`src/rtl/bb_reset_sequencer.sv`:
```
// rtl/bb_reset_sequencer.sv - staged, in-order reset release with ready handshake and fault/abort reassert
// Optional WAIT_RDY timeout is compiled in with BB_RSTSEQ_TIMEOUT_EN.
module bb_reset_sequencer #(
    parameter int NUM_STAGES  = 4,
    parameter int STAGE_DLY   = 16,
    parameter int SYNC_STAGES = 2,
    parameter int TIMEOUT     = 255,
    parameter int CNT_W       = 8
) (
    input  logic                  bb_clk_in,
    input  logic                  bb_rst_in,
    input  logic                  bb_start_in,
    input  logic [NUM_STAGES-1:0] stage_rdy_in,
    output logic [NUM_STAGES-1:0] stage_rst_out,
    output logic                  seq_done_out,
    output logic                  seq_err_out,
    output logic [2:0]            seq_state_out
);

    localparam logic [2:0] ST_IDLE     = 3'd0;
    localparam logic [2:0] ST_WAIT_DLY = 3'd1;
    localparam logic [2:0] ST_WAIT_RDY = 3'd2;
    localparam logic [2:0] ST_DONE     = 3'd3;
    localparam logic [2:0] ST_ERROR    = 3'd4;

    localparam int IDX_W = (NUM_STAGES > 1) ? $clog2(NUM_STAGES) : 1;
    localparam logic [CNT_W-1:0] DLY_LOAD = CNT_W'(STAGE_DLY - 1);
    localparam logic [CNT_W-1:0] TO_LAST  = CNT_W'(TIMEOUT - 1);
    localparam logic [IDX_W-1:0] IDX_LAST = IDX_W'(NUM_STAGES - 1);

    logic [SYNC_STAGES-1:0] sync_q;
    logic [2:0]             state_q, state_d;
    logic [IDX_W-1:0]       idx_q, idx_d;
    logic [CNT_W-1:0]       cnt_q, cnt_d;
    logic [NUM_STAGES-1:0]  rst_q, rst_d;
    logic                   done_q, done_d;
    logic                   err_q, err_d;
    logic                   start_s;
    logic                   rdy_cur;
    logic                   all_rdy;
    logic                   active;

    assign start_s = sync_q[SYNC_STAGES-1];
    assign rdy_cur = stage_rdy_in[idx_q];
    assign all_rdy = &stage_rdy_in;
    assign active  = (state_q == ST_WAIT_DLY) || (state_q == ST_WAIT_RDY) || (state_q == ST_DONE);

`ifndef BB_RSTSEQ_TIMEOUT_EN
    logic [CNT_W-1:0] unused_timeout;
    assign unused_timeout = TO_LAST;
`endif

    always_comb begin
        state_d = state_q;
        idx_d   = idx_q;
        cnt_d   = cnt_q;
        rst_d   = rst_q;
        done_d  = done_q;
        err_d   = err_q;
        // Abort outranks any release or ready accept on the same edge.
        if (active && !start_s) begin
            state_d = ST_IDLE;
            idx_d   = '0;
            cnt_d   = '0;
            rst_d   = '1;
            done_d  = 1'b0;
        end else begin
            case (state_q)
                ST_IDLE: begin
                    rst_d  = '1;
                    idx_d  = '0;
                    cnt_d  = '0;
                    done_d = 1'b0;
                    err_d  = 1'b0;
                    if (start_s) begin
                        state_d = ST_WAIT_DLY;
                        cnt_d   = DLY_LOAD;
                    end
                end
                ST_WAIT_DLY: begin
                    if (cnt_q != '0) begin
                        cnt_d = cnt_q - CNT_W'(1);
                    end else begin
                        rst_d[idx_q] = 1'b0;
                        cnt_d        = '0;
                        state_d      = ST_WAIT_RDY;
                    end
                end
                ST_WAIT_RDY: begin
                    if (rdy_cur) begin
                        if (idx_q == IDX_LAST) begin
                            state_d = ST_DONE;
                            done_d  = 1'b1;
                        end else begin
                            idx_d   = idx_q + IDX_W'(1);
                            cnt_d   = DLY_LOAD;
                            state_d = ST_WAIT_DLY;
                        end
                    end
`ifdef BB_RSTSEQ_TIMEOUT_EN
                    else if (cnt_q == TO_LAST) begin
                        state_d = ST_ERROR;
                        rst_d   = '1;
                        done_d  = 1'b0;
                        err_d   = 1'b1;
                    end else begin
                        cnt_d = cnt_q + CNT_W'(1);
                    end
`endif
                end
                ST_DONE: begin
                    if (!all_rdy) begin
                        state_d = ST_ERROR;
                        rst_d   = '1;
                        done_d  = 1'b0;
                        err_d   = 1'b1;
                    end
                end
                ST_ERROR: begin
                    rst_d  = '1;
                    done_d = 1'b0;
                    err_d  = 1'b1;
                    // Leaving ERROR requires start low, so a retry needs a fresh rising edge.
                    if (!start_s) begin
                        state_d = ST_IDLE;
                        err_d   = 1'b0;
                        idx_d   = '0;
                        cnt_d   = '0;
                    end
                end
                default: begin
                    state_d = ST_IDLE;
                    idx_d   = '0;
                    cnt_d   = '0;
                    rst_d   = '1;
                    done_d  = 1'b0;
                    err_d   = 1'b0;
                end
            endcase
        end
    end

    always_ff @(posedge bb_clk_in) begin
        if (bb_rst_in) begin
            sync_q  <= '0;
            state_q <= ST_IDLE;
            idx_q   <= '0;
            cnt_q   <= '0;
            rst_q   <= '1;
            done_q  <= 1'b0;
            err_q   <= 1'b0;
        end else begin
            sync_q  <= {sync_q[SYNC_STAGES-2:0], bb_start_in};
            state_q <= state_d;
            idx_q   <= idx_d;
            cnt_q   <= cnt_d;
            rst_q   <= rst_d;
            done_q  <= done_d;
            err_q   <= err_d;
        end
    end

    assign stage_rst_out = rst_q;
    assign seq_done_out  = done_q;
    assign seq_err_out   = err_q;
    assign seq_state_out = state_q;

endmodule

```
`config.mk`:
```
export PLATFORM = sky130hd
export DESIGN_NAME = bb_reset_sequencer
export DESIGN_NICKNAME = d
export VERILOG_FILES = /design/src/rtl/bb_reset_sequencer.sv
export SDC_FILE = /design/constraint.sdc
export NUM_CORES = 1
export LEC_CHECK = 0
export CAP_MARGIN = 20
export CORE_ASPECT_RATIO = 0.8
export CORE_UTILIZATION = 50
export CTS_CLUSTER_DIAMETER = 100
export DETAILED_ROUTE_END_ITERATION = 16
export HOLD_SLACK_MARGIN = 0.08
export PLACE_DENSITY_LB_ADDON = 0.3
export SYNTH_ARGS = -nofsm -noshare
export SYNTH_HDL_FRONTEND = slang
export SYNTH_SLANG_ARGS = --single-unit
export TNS_END_PERCENT = 30
```
`constraint.sdc`:
```
create_clock -name bb_clk_in -period 2.25 [get_ports bb_clk_in]
set_input_delay 0.225 -clock bb_clk_in [delete_from_list [all_inputs] [get_ports bb_clk_in]]
set_output_delay 0.225 -clock bb_clk_in [all_outputs]
set_load 0.005 [all_outputs]
```
==> results of run 1 <==
[report_power, final]
part / internal (W) / total, W / switching [W]
registers: 0.000436 / 0.000546 / 0.000110
clock network: 0.0000691 / 0.000178 / 0.000109
logic: 0.000312 / 0.000736 / 0.000424
[kinds of logic (layout without fill, tap and decap cells)]
family,Yosys count,after routing,share of synthesized area
AO/OA/AOI/OAI,48,48,0.271
buffers and inverters,13,28,0.0450
multiplexers,3,3,0.0377
flip-flops,21,21,0.351
AND/OR/NAND/NOR,54,54,0.232
adder cells (fa/ha/maj),6,6,0.0628
[through the flow]
| stage | power, W | instances | instance area (um2) | worst slack [ns] | hold slack [ns] |
|---|---|---|---|---|---|
| final | 0.00146 | 185 | 1390 | 0.218 | 0.460 |
| after global routing | 0.00157 | 185 | 1390 | 0.0995 | 0.481 |
| after CTS | 0.00145 | 185 | 1390 | 0.254 | 0.466 |
| after detailed placement | 0.00127 | 181 | 1370 | 0.239 | 0.438 |
| after global placement | 0.00124 | 181 | 1370 | 0.276 | 0.422 |
| after floorplan | 0.00106 | 145 | 1200 | 0.546 | 0.297 |
[final timing paths]
path,startpoint,end,slack [ns],cells past startpoint
max,cnt_q[0],stage_rst_out[0],0.22,7
max reg2reg,cnt_q[0],stage_rst_out[0],0.22,7
min reg2reg,stage_rst_out[1],stage_rst_out[1],0.46,1
min,stage_rst_out[1],stage_rst_out[1],0.46,1
[final cells by class]
type | count | area [um2]
clock buffers | 4 | 26.3
fillers | 189 | 823
inverters | 7 | 26.3
multi-input cells | 111 | 722
flip-flops and latches | 21 | 420
well taps | 25 | 31.3
repair buffers | 17 | 165
[flip-flops by register name, indices dropped and copies added, names as in the netlist]
register       flops
idx_q              2
sync_q             2
seq_done_out       1
stage_rst_out      4
cnt_q              8
seq_err_out        1
seq_state_out      3
[worst register-to-register path: stages (launching register included)]
cell	delay [ns]
dfxtp_1	0.35
inv_1	0.14
ha_1	0.16
nor4b_2	0.51
a211oi_1	0.16
o21bai_1	0.32
nand2_1	0.11
a21o_1	0.19
[routing by layer]
metal	vias to the layer above	share of wire	track usage	wire, um
met5	-	0	0	0
li1	561	-	-	-
met1	516	0.46	0.290	1220
met2	48	0.44	0.343	1180
met3	4	0.087	0.0540	231
met4	0	0.0094	0.0450	25
[layout by cell type (no fill, tap or decap), types with 2 or more instances in the layout]
cell,count
clkdlybuf4s50_1,15
a21oi_1,10
o21ai_0,11
a21o_1,5
a211oi_2,2
inv_1,7
buf_4,2
a31oi_1,4
a211oi_1,2
nor3_1,6
nor2_1,13
dfxtp_1,21
mux2_2,2
ha_1,6
nand2_1,15
nand4_1,4
nor2b_1,4
nand3_1,3
a311oi_1,2
and3_1,2
o21ai_1,2
clkbuf_4,3
==> impl_metrics.csv, run 1 <==
group,metric,value,unit
run_status,status,"finished, violations left",
run_status,violations,"DRC",
layout,final_util,0.628,
clocking,cts_root_buffer,"clkbuf_4",
drt,vias,1129,
worst_setup_path,critical_path_class,"flop to flop",
timing,hold_viol_final,0,
yosys,yosys_register_bits,21,
yosys,async_reset_ff_frac,0,
yosys,synth_edf_count,0,
placed_design,port_buffers,15,
clocking,worstSkewPairLatency,0.30,ns
timing,clock_skew,0.00311,ns
drt,drt_iter0_markers,77,
global_routing,grt_pass1_wl,4.19,mm
layout,n_antenna_cell,0,
timing,finalMaxSlewViolations,0,
yosys,syn_area,1200,um2
clocking,cts.sinks,21,
global_routing,grt-ovfl-total,0,
clocking,h-tree-depth,1,
drt,drt-vias-per-instance,6.10,
worst_setup_path,start_kind,"flop",
floorplan,die_w,56.7,um
min_path,hold_path_class,"flop to flop",
placed_design,place.gp.congestion,0.834,
timing,setup_viol,0,
worst_setup_path,crit_buf_inv,1,
timing,fmax,492,MHz
worst_setup_path,path_max_fanout,5,
yosys,yosysTopAreaCell,"dfxtp_1",
floorplan,ios,16,
worst_setup_path,cp_slowest_cell,"nor4b_2",
layout,layout.nets,174,
global_routing,track_usage,0.212,
yosys,synth_cell_types,41,
timing,relSlewSlack,0.579,
timing,period_needed,2.03,ns
timing,setup_tns,0,ns
drt,routed_wl,2.66,mm
job,cap_violations,0,
clocking,cts_tree,"yes",
floorplan,start_util,0.540,
timing,tightest_slew,0.629,ns
worst_setup_path,cp_cell_sequence,"inv_1, ha_1, nor4b_2, a211oi_1, o21bai_1, nand2_1, a21o_1",
placed_design,dp_hpwl,1.95,mm
yosys,synth.most_common_cell,"dfxtp_1",
layout,syn_to_final_growth,16.3,%
drt,dr.pass1.iters,10,
drt,ant_nets,0,
timing,finalCritPeriodShare,0.903,
floorplan,dieArea,2590,um2
clocking,cts_resized,0,
worst_setup_path,critPathArrivalTime,2.24,ns
power,cellPowerDensity,1050,nW/um2
floorplan,die_h,45.7,um
yosys,yosysWarnings,0,
global_routing,antenna_found_initial,0,
clocking,cts_buffer_depth,2,
power,ir_drop,807,uV
global_routing,grt_pass1_vias,932,
worst_setup_path,crit_family,"compound AO/OA/AOI/OAI gates",
global_routing,grt_max_degree,20,
timing,grt_setup_unrepaired,"no",
clocking,cts_buffers,3,
floorplan,rows,15,
drt,drc,6,
drt,post_drt_wl_per_cell,14.4,um
layout,drive_above_1_share,0.0938,
yosys,syn_avg_cell_area,8.25,um2
worst_setup_path,max_stage_delay,0.51,ns
yosys,ys.flop_type,"dfxtp_1",
power,p_leak,0.500,nW
yosys,synth.area.top_cells,"dfxtp_1, ha_1, nand2_1",
clocking,postCtsSetupBuffers,0,
yosys,seq_area_frac_synth,0.351,
yosys,netlist_top_cells_count,"dfxtp_1, nand2_1, nor2_1, o21ai_0, a21oi_1",
yosys,synth_cells,145,
clocking,ctsHoldBuffers,0,
clocking,clk_pin_slew,0.11,ns
worst_setup_path,worstPathRequired,2.46,ns
yosys,syn-num-nets,158,
worst_setup_path,endpoint_kind,"flop",
yosys,synth_top_area_frac,0.351,
floorplan,core,2210,um2
Note: power is estimated with default switching activity, not from simulation.
==> run 2: changes to the inputs <==
- CORE_MARGIN: unset -> 2
- PLACE_DENSITY: unset -> 0.79
- PLACE_DENSITY_LB_ADDON: 0.3 -> unset
- clock period: 2.25 -> 2.6 ns (I/O delays scaled with it)
==> run 2 against run 1 <==
Net effect: the flow still finishes with violations (DRC); global-route usage shrank 1.2 points; worst setup slack improved by 0.31 ns; sequential cell count unchanged; first-iteration DRC count decreased by 43%; cell area down 1.1%; sequential share of layout area rose by 0.33 points; combinational power down 19%; clock-buffer cell count is the same; final cell count fell by 1.1%; utilization down 0.68 points; power fell by 16%; largest power group unchanged.
==> impl_metrics.csv, run 2 (synthesis gave the netlist of run 1 again) <==
group,metric,value,unit
run_status,status,"finished, violations left",
run_status,violations,"DRC",
clocking,cts.sinks,21,
clocking,postCtsSetupBuffers,0,
timing,grt_setup_unrepaired,"no",
layout,largest_reg_flops,8,
placed_design,port_buffers,15,
timing,clock_skew,0.00702,ns
global_routing,antenna_found_initial,0,
clocking,cts_resized,0,
clocking,cts_tree,"yes",
min_path,hold_start,"stage_rst_out[1]",
layout,layout_commonest_cell,"dfxtp_1",
layout,mostFrequentLayoutCells,"dfxtp_1, nand2_1, clkdlybuf4s50_1",
clocking,h-tree-depth,1,
global_routing,grt-ovfl-total,0,
global_routing,grt_pass1_wl,4.19,mm
drt,ant_nets,0,
timing,whs,0.466,ns
layout,drive_above_1_share,0.0823,
clocking,cts_root_buffer,"clkbuf_4",
layout,n_antenna_cell,0,
timing,relSlewSlack,0.531,
placed_design,dp_hpwl,1.88,mm
worst_setup_path,endpoint_kind,"flop",
layout,largest_register,"cnt_q",
drt,post_drt_wl_per_cell,14.1,um
drt,drc,2,
worst_setup_path,reg2reg_from,"seq_state_out[0]",
timing,finalMaxSlewViolations,0,
timing,setup_tns,0,ns
worst_setup_path,critical_path_class,"flop to flop",
power,p_leak,0.491,nW
floorplan,dieArea,2800,um2
floorplan,die_w,58.7,um
timing,period_needed,2.07,ns
drt,drt-vias-per-instance,5.96,
worst_setup_path,reg2reg_depth,5,
layout,syn_to_final_growth,15.1,%
timing,hold_viol_final,0,
clocking,cts_buffer_depth,2,
drt,drt_iter0_markers,44,
power,cellPowerDensity,891,nW/um2
job,cap_violations,0,
timing,finalCritPeriodShare,0.795,
clocking,ctsHoldBuffers,0,
timing,fmax,484,MHz
min_path,hold_end,"stage_rst_out[1]",
floorplan,core,2210,um2
timing,tightest_slew,0.698,ns
placed_design,dp_cells,179,
drt,vias,1091,
floorplan,rows,15,
min_path,hold_path_class,"flop to flop",
worst_setup_path,r2r_slack,0.53,ns
worst_setup_path,max_stage_delay,0.57,ns
clocking,cts_buffers,3,
clocking,worstSkewPairLatency,0.30,ns
worst_setup_path,critPathArrivalTime,2.30,ns
power,p_total,0.00123,W
timing,setup_viol,0,
global_routing,track_usage,0.200,
clocking,clk_pin_slew,0.12,ns
floorplan,ios,16,
worst_setup_path,rr_endpoint,"cnt_q[7]",
min_path,hold_path_depth,1,
worst_setup_path,path_max_fanout,13,
worst_setup_path,start_kind,"flop",
layout,layout.nets,172,
worst_setup_path,crit_family,"simple AND/OR/NAND/NOR gates",
floorplan,start_util,0.540,
drt,dr.pass1.iters,11,
worst_setup_path,cp_slowest_cell,"dfxtp_1",
layout,stdcell_count,183,
placed_design,place.gp.congestion,0.867,
worst_setup_path,crit_buf_inv,0,
drt,routed_wl,2.58,mm
floorplan,die_h,47.7,um
power,ir_drop,489,uV
global_routing,grt_pass1_vias,933,
worst_setup_path,worstPathRequired,2.83,ns
worst_setup_path,cp_cell_sequence,"nor3b_2, a21boi_2, nor4b_1, o21ai_0, a31oi_1",
global_routing,grt_max_degree,20,
## run 2: routing by layer
layer	share of wire	vias up	GRT usage
li1	-	555	-
met1	0.48	498	0.273
met2	0.44	36	0.326
met3	0.067	2	0.0622
met4	0.0058	0	0.0273
met5	0	-	0
## run 2: how the worst max path moves through the flow
| stage | start | end | slack [ns] | cells after the start |
|---|---|---|---|---|
| after CTS | seq_state_out[0] | cnt_q[7] | 0.57 | 5 |
| after global placement | stage_rdy_in[3] | cnt_q[0] | 0.59 | 6 |
| final | seq_state_out[0] | cnt_q[7] | 0.53 | 5 |
| after detailed placement | stage_rdy_in[1] | idx_q[1] | 0.54 | 6 |
| after floorplan | idx_q[1] | cnt_q[0] | 0.90 | 6 |
| after global routing | seq_state_out[0] | cnt_q[7] | 0.32 | 5 |
## run 2: area by class of cell
type / count / area (um2)
timing repair buffer: 15 / 150
tap: 25 / 31.3
sequential: 21 / 420
clock buffer: 4 / 26.3
inverter: 7 / 26.3
fill: 200 / 838
multi-input combinational: 111 / 722
## run 2: worst reg2reg max path, delay by kind of cell, from the launching register on
family / cells / cell delay [ns]
compound gates: 3 / 0.72
simple gates: 2 / 0.72
flops: 1 / 0.57
## run 2: report_power, final
part           switching [W]  internal [W]
Sequential         0.0000942      0.000377
Combinational       0.000348      0.000250
Clock              0.0000970     0.0000598
## run 2: metrics by stage
step | worst slack (ns) | area [um2] | utilization
after floorplan | 0.896 | 1200 | -
after global placement | 0.589 | 1350 | 0.610
after detailed placement | 0.542 | 1350 | 0.610
after CTS | 0.570 | 1380 | 0.621
after global routing | 0.323 | 1380 | 0.621
final | 0.533 | 1380 | 0.621
==> run 3: changes to the inputs <==
- CORE_UTILIZATION: 50 -> 48
- clock period: 2.6 -> 1.7 ns (I/O delays scaled with it)
==> run 3 against run 2 <==
Net effect: the run ends with setup timing left; worst setup slack worse by 0.54 ns; utilization up 4.7 points; first-iteration DRC count decreased by 18%; routed wire length increased by 23%; critical path type unchanged; largest cell class unchanged; clock skew shrank 0.0012 ns; hold slack worse by 0.046 ns.
==> impl_metrics.csv, run 3 (synthesis gave the netlist of run 1 again) <==
group,metric,value,unit
run_status,status,"finished, violations left",
run_status,violations,"setup timing",
worst_setup_path,worstPathRequired,1.93,ns
global_routing,grt_pass1_wl,4.99,mm
floorplan,rows,16,
timing,tightest_slew,0.420,ns
timing,hold_viol_final,0,
job,cap_violations,0,
power,ir_drop,811,uV
global_routing,antenna_found_initial,0,
clocking,worstSkewPairLatency,0.31,ns
timing,setup_viol,1,
clocking,h-tree-depth,1,
timing,finalMaxSlewViolations,0,
timing,setup_tns,-0.00340,ns
power,cellPowerDensity,1400,nW/um2
worst_setup_path,endpoint_kind,"flop",
drt,drt-vias-per-instance,5.93,
layout,fin_area,1610,um2
timing,fmax,587,MHz
drt,drc,0,
placed_design,dpl-instance-area,1520,um2
layout,multi_input_area,762,um2
floorplan,start_util,0.498,
global_routing,track_usage,0.220,
worst_setup_path,path_max_fanout,7,
floorplan,core,2400,um2
min_path,hold_path_class,"input port to flop",
power,p_leak,0.628,nW
drt,routed_wl,3.18,mm
clocking,cts_buffers,3,
layout,regArea,430,um2
floorplan,die_w,59.8,um
floorplan,die_h,48.7,um
layout,syn_to_final_growth,34.2,%
layout,largest_register,"cnt_q",
clocking,cts_tree,"yes",
worst_setup_path,start_kind,"flop",
worst_setup_path,r2r_slack,-0.003,ns
drt,drt_iter0_markers,36,
drt,post_drt_wl_per_cell,15.3,um
drt,vias,1234,
layout,final_util,0.668,
timing,clock_skew,0.00584,ns
placed_design,dp_hpwl,2.32,mm
clocking,cts_buffer_depth,2,
layout,layout.nets,195,
clocking,clk_pin_slew,0.12,ns
layout,n_antenna_cell,0,
timing,grt_setup_unrepaired,"yes",
timing,relSlewSlack,0.718,
timing,finalCritPeriodShare,1.00,
worst_setup_path,critPathArrivalTime,1.93,ns
drt,ant_nets,0,
worst_setup_path,critical_path_class,"flop to flop",
clocking,cts.sinks,21,
timing,period_needed,1.70,ns
placed_design,port_buffers,15,
timing,whs,0.420,ns
timing,finalWorstSetupSlack,-0.00340,ns
floorplan,dieArea,2910,um2
layout,layout_commonest_cell,"buf_4",
global_routing,grt-ovfl-total,0,
drt,dr.pass1.iters,4,
layout,largest_reg_flops,8,
global_routing,grt_max_degree,16,
layout,drive_above_1_share,0.276,
floorplan,ios,16,
global_routing,grt_pass1_vias,1167,
layout,nFillCells,203,
layout,mostFrequentLayoutCells,"buf_4, nand2_1, dfxtp_1, clkdlybuf4s50_1, nor2_1",
clocking,cts_root_buffer,"clkbuf_4",
placed_design,place.gp.congestion,0.842,
==> run 3: cell types whose count changed in the layout (fill, tap and decap cells not counted), moves of 2 or more <==
cell / before / now
o21ai_0: 11 / 9
dfxtp_2: 0 / 5
buf_4: 0 / 22
dfxtp_1: 21 / 15
inv_1: 7 / 5
inv_2: 0 / 2
o21ai_1: 2 / 4
==> run 3: area by class of cell <==
| cell class | count | area share |
|---|---|---|
| Clock buffer | 4 | 0.0164 |
| Inverter | 7 | 0.0164 |
| Tap cell | 27 | 0.0210 |
| Sequential cell | 21 | 0.268 |
| Timing Repair Buffer | 38 | 0.203 |
| Multi-Input combinational cell | 111 | 0.475 |
==> run 3: stage by stage <==
| step | instances | setup WS (ns) | total power (W) |
|---|---|---|---|
| finish | 208 | -0.00340 | 0.00225 |
| global route | 208 | -0.0600 | 0.00242 |
| CTS | 207 | 0.00683 | 0.00213 |
| detailed placement | 203 | -0.281 | 0.00187 |
| global placement | 203 | -0.217 | 0.00182 |
| floorplan | 145 | 0.0563 | 0.00141 |
==> run 3: where the power goes <==
group | leakage, nW | internal (W) | switching (W)
clock | 0.0150 | 0.0000916 | 0.000152
combinational | 0.439 | 0.000614 | 0.000686
sequential | 0.174 | 0.000583 | 0.000125
==> run 3: critical path, cell delays in order, from the launching register on <==
cell	delay [ns]
dfxtp_4	0.38
mux4_2	0.52
a211oi_2	0.25
or2_4	0.21
a211oi_1	0.06
a211oi_2	0.19
==> run 3: metal layers <==
metal / up-vias / GRT usage / part of all wire
li1: 603 / - / -
met3: 2 / 0.0481 / 0.043
met4: 0 / 0.0370 / 0.0031
met2: 39 / 0.361 / 0.48
met1: 590 / 0.297 / 0.47
met5: - / 0 / 0
==> run 3: path summary, 6_finish.rpt <==
check / to / depth (start not counted) / from
worst min-delay path: sync_q[0] / 2 / bb_start_in
worst min register to register: sync_q[1] / 1 / sync_q[0]
worst max register to register: cnt_q[0] / 5 / idx_q[1]
worst max-delay path: cnt_q[0] / 5 / idx_q[1]
==> run 3: timing repair <==
item / 4_1_cts / 5_1_grt
hold buffers: 0 / 0
pin swaps: 1 / 3
endpoints found under the hold margin: 0 / 0
setup endpoints to repair: 10 / 17
buffers inserted: 0 / 1
resized for setup: 4 / 16
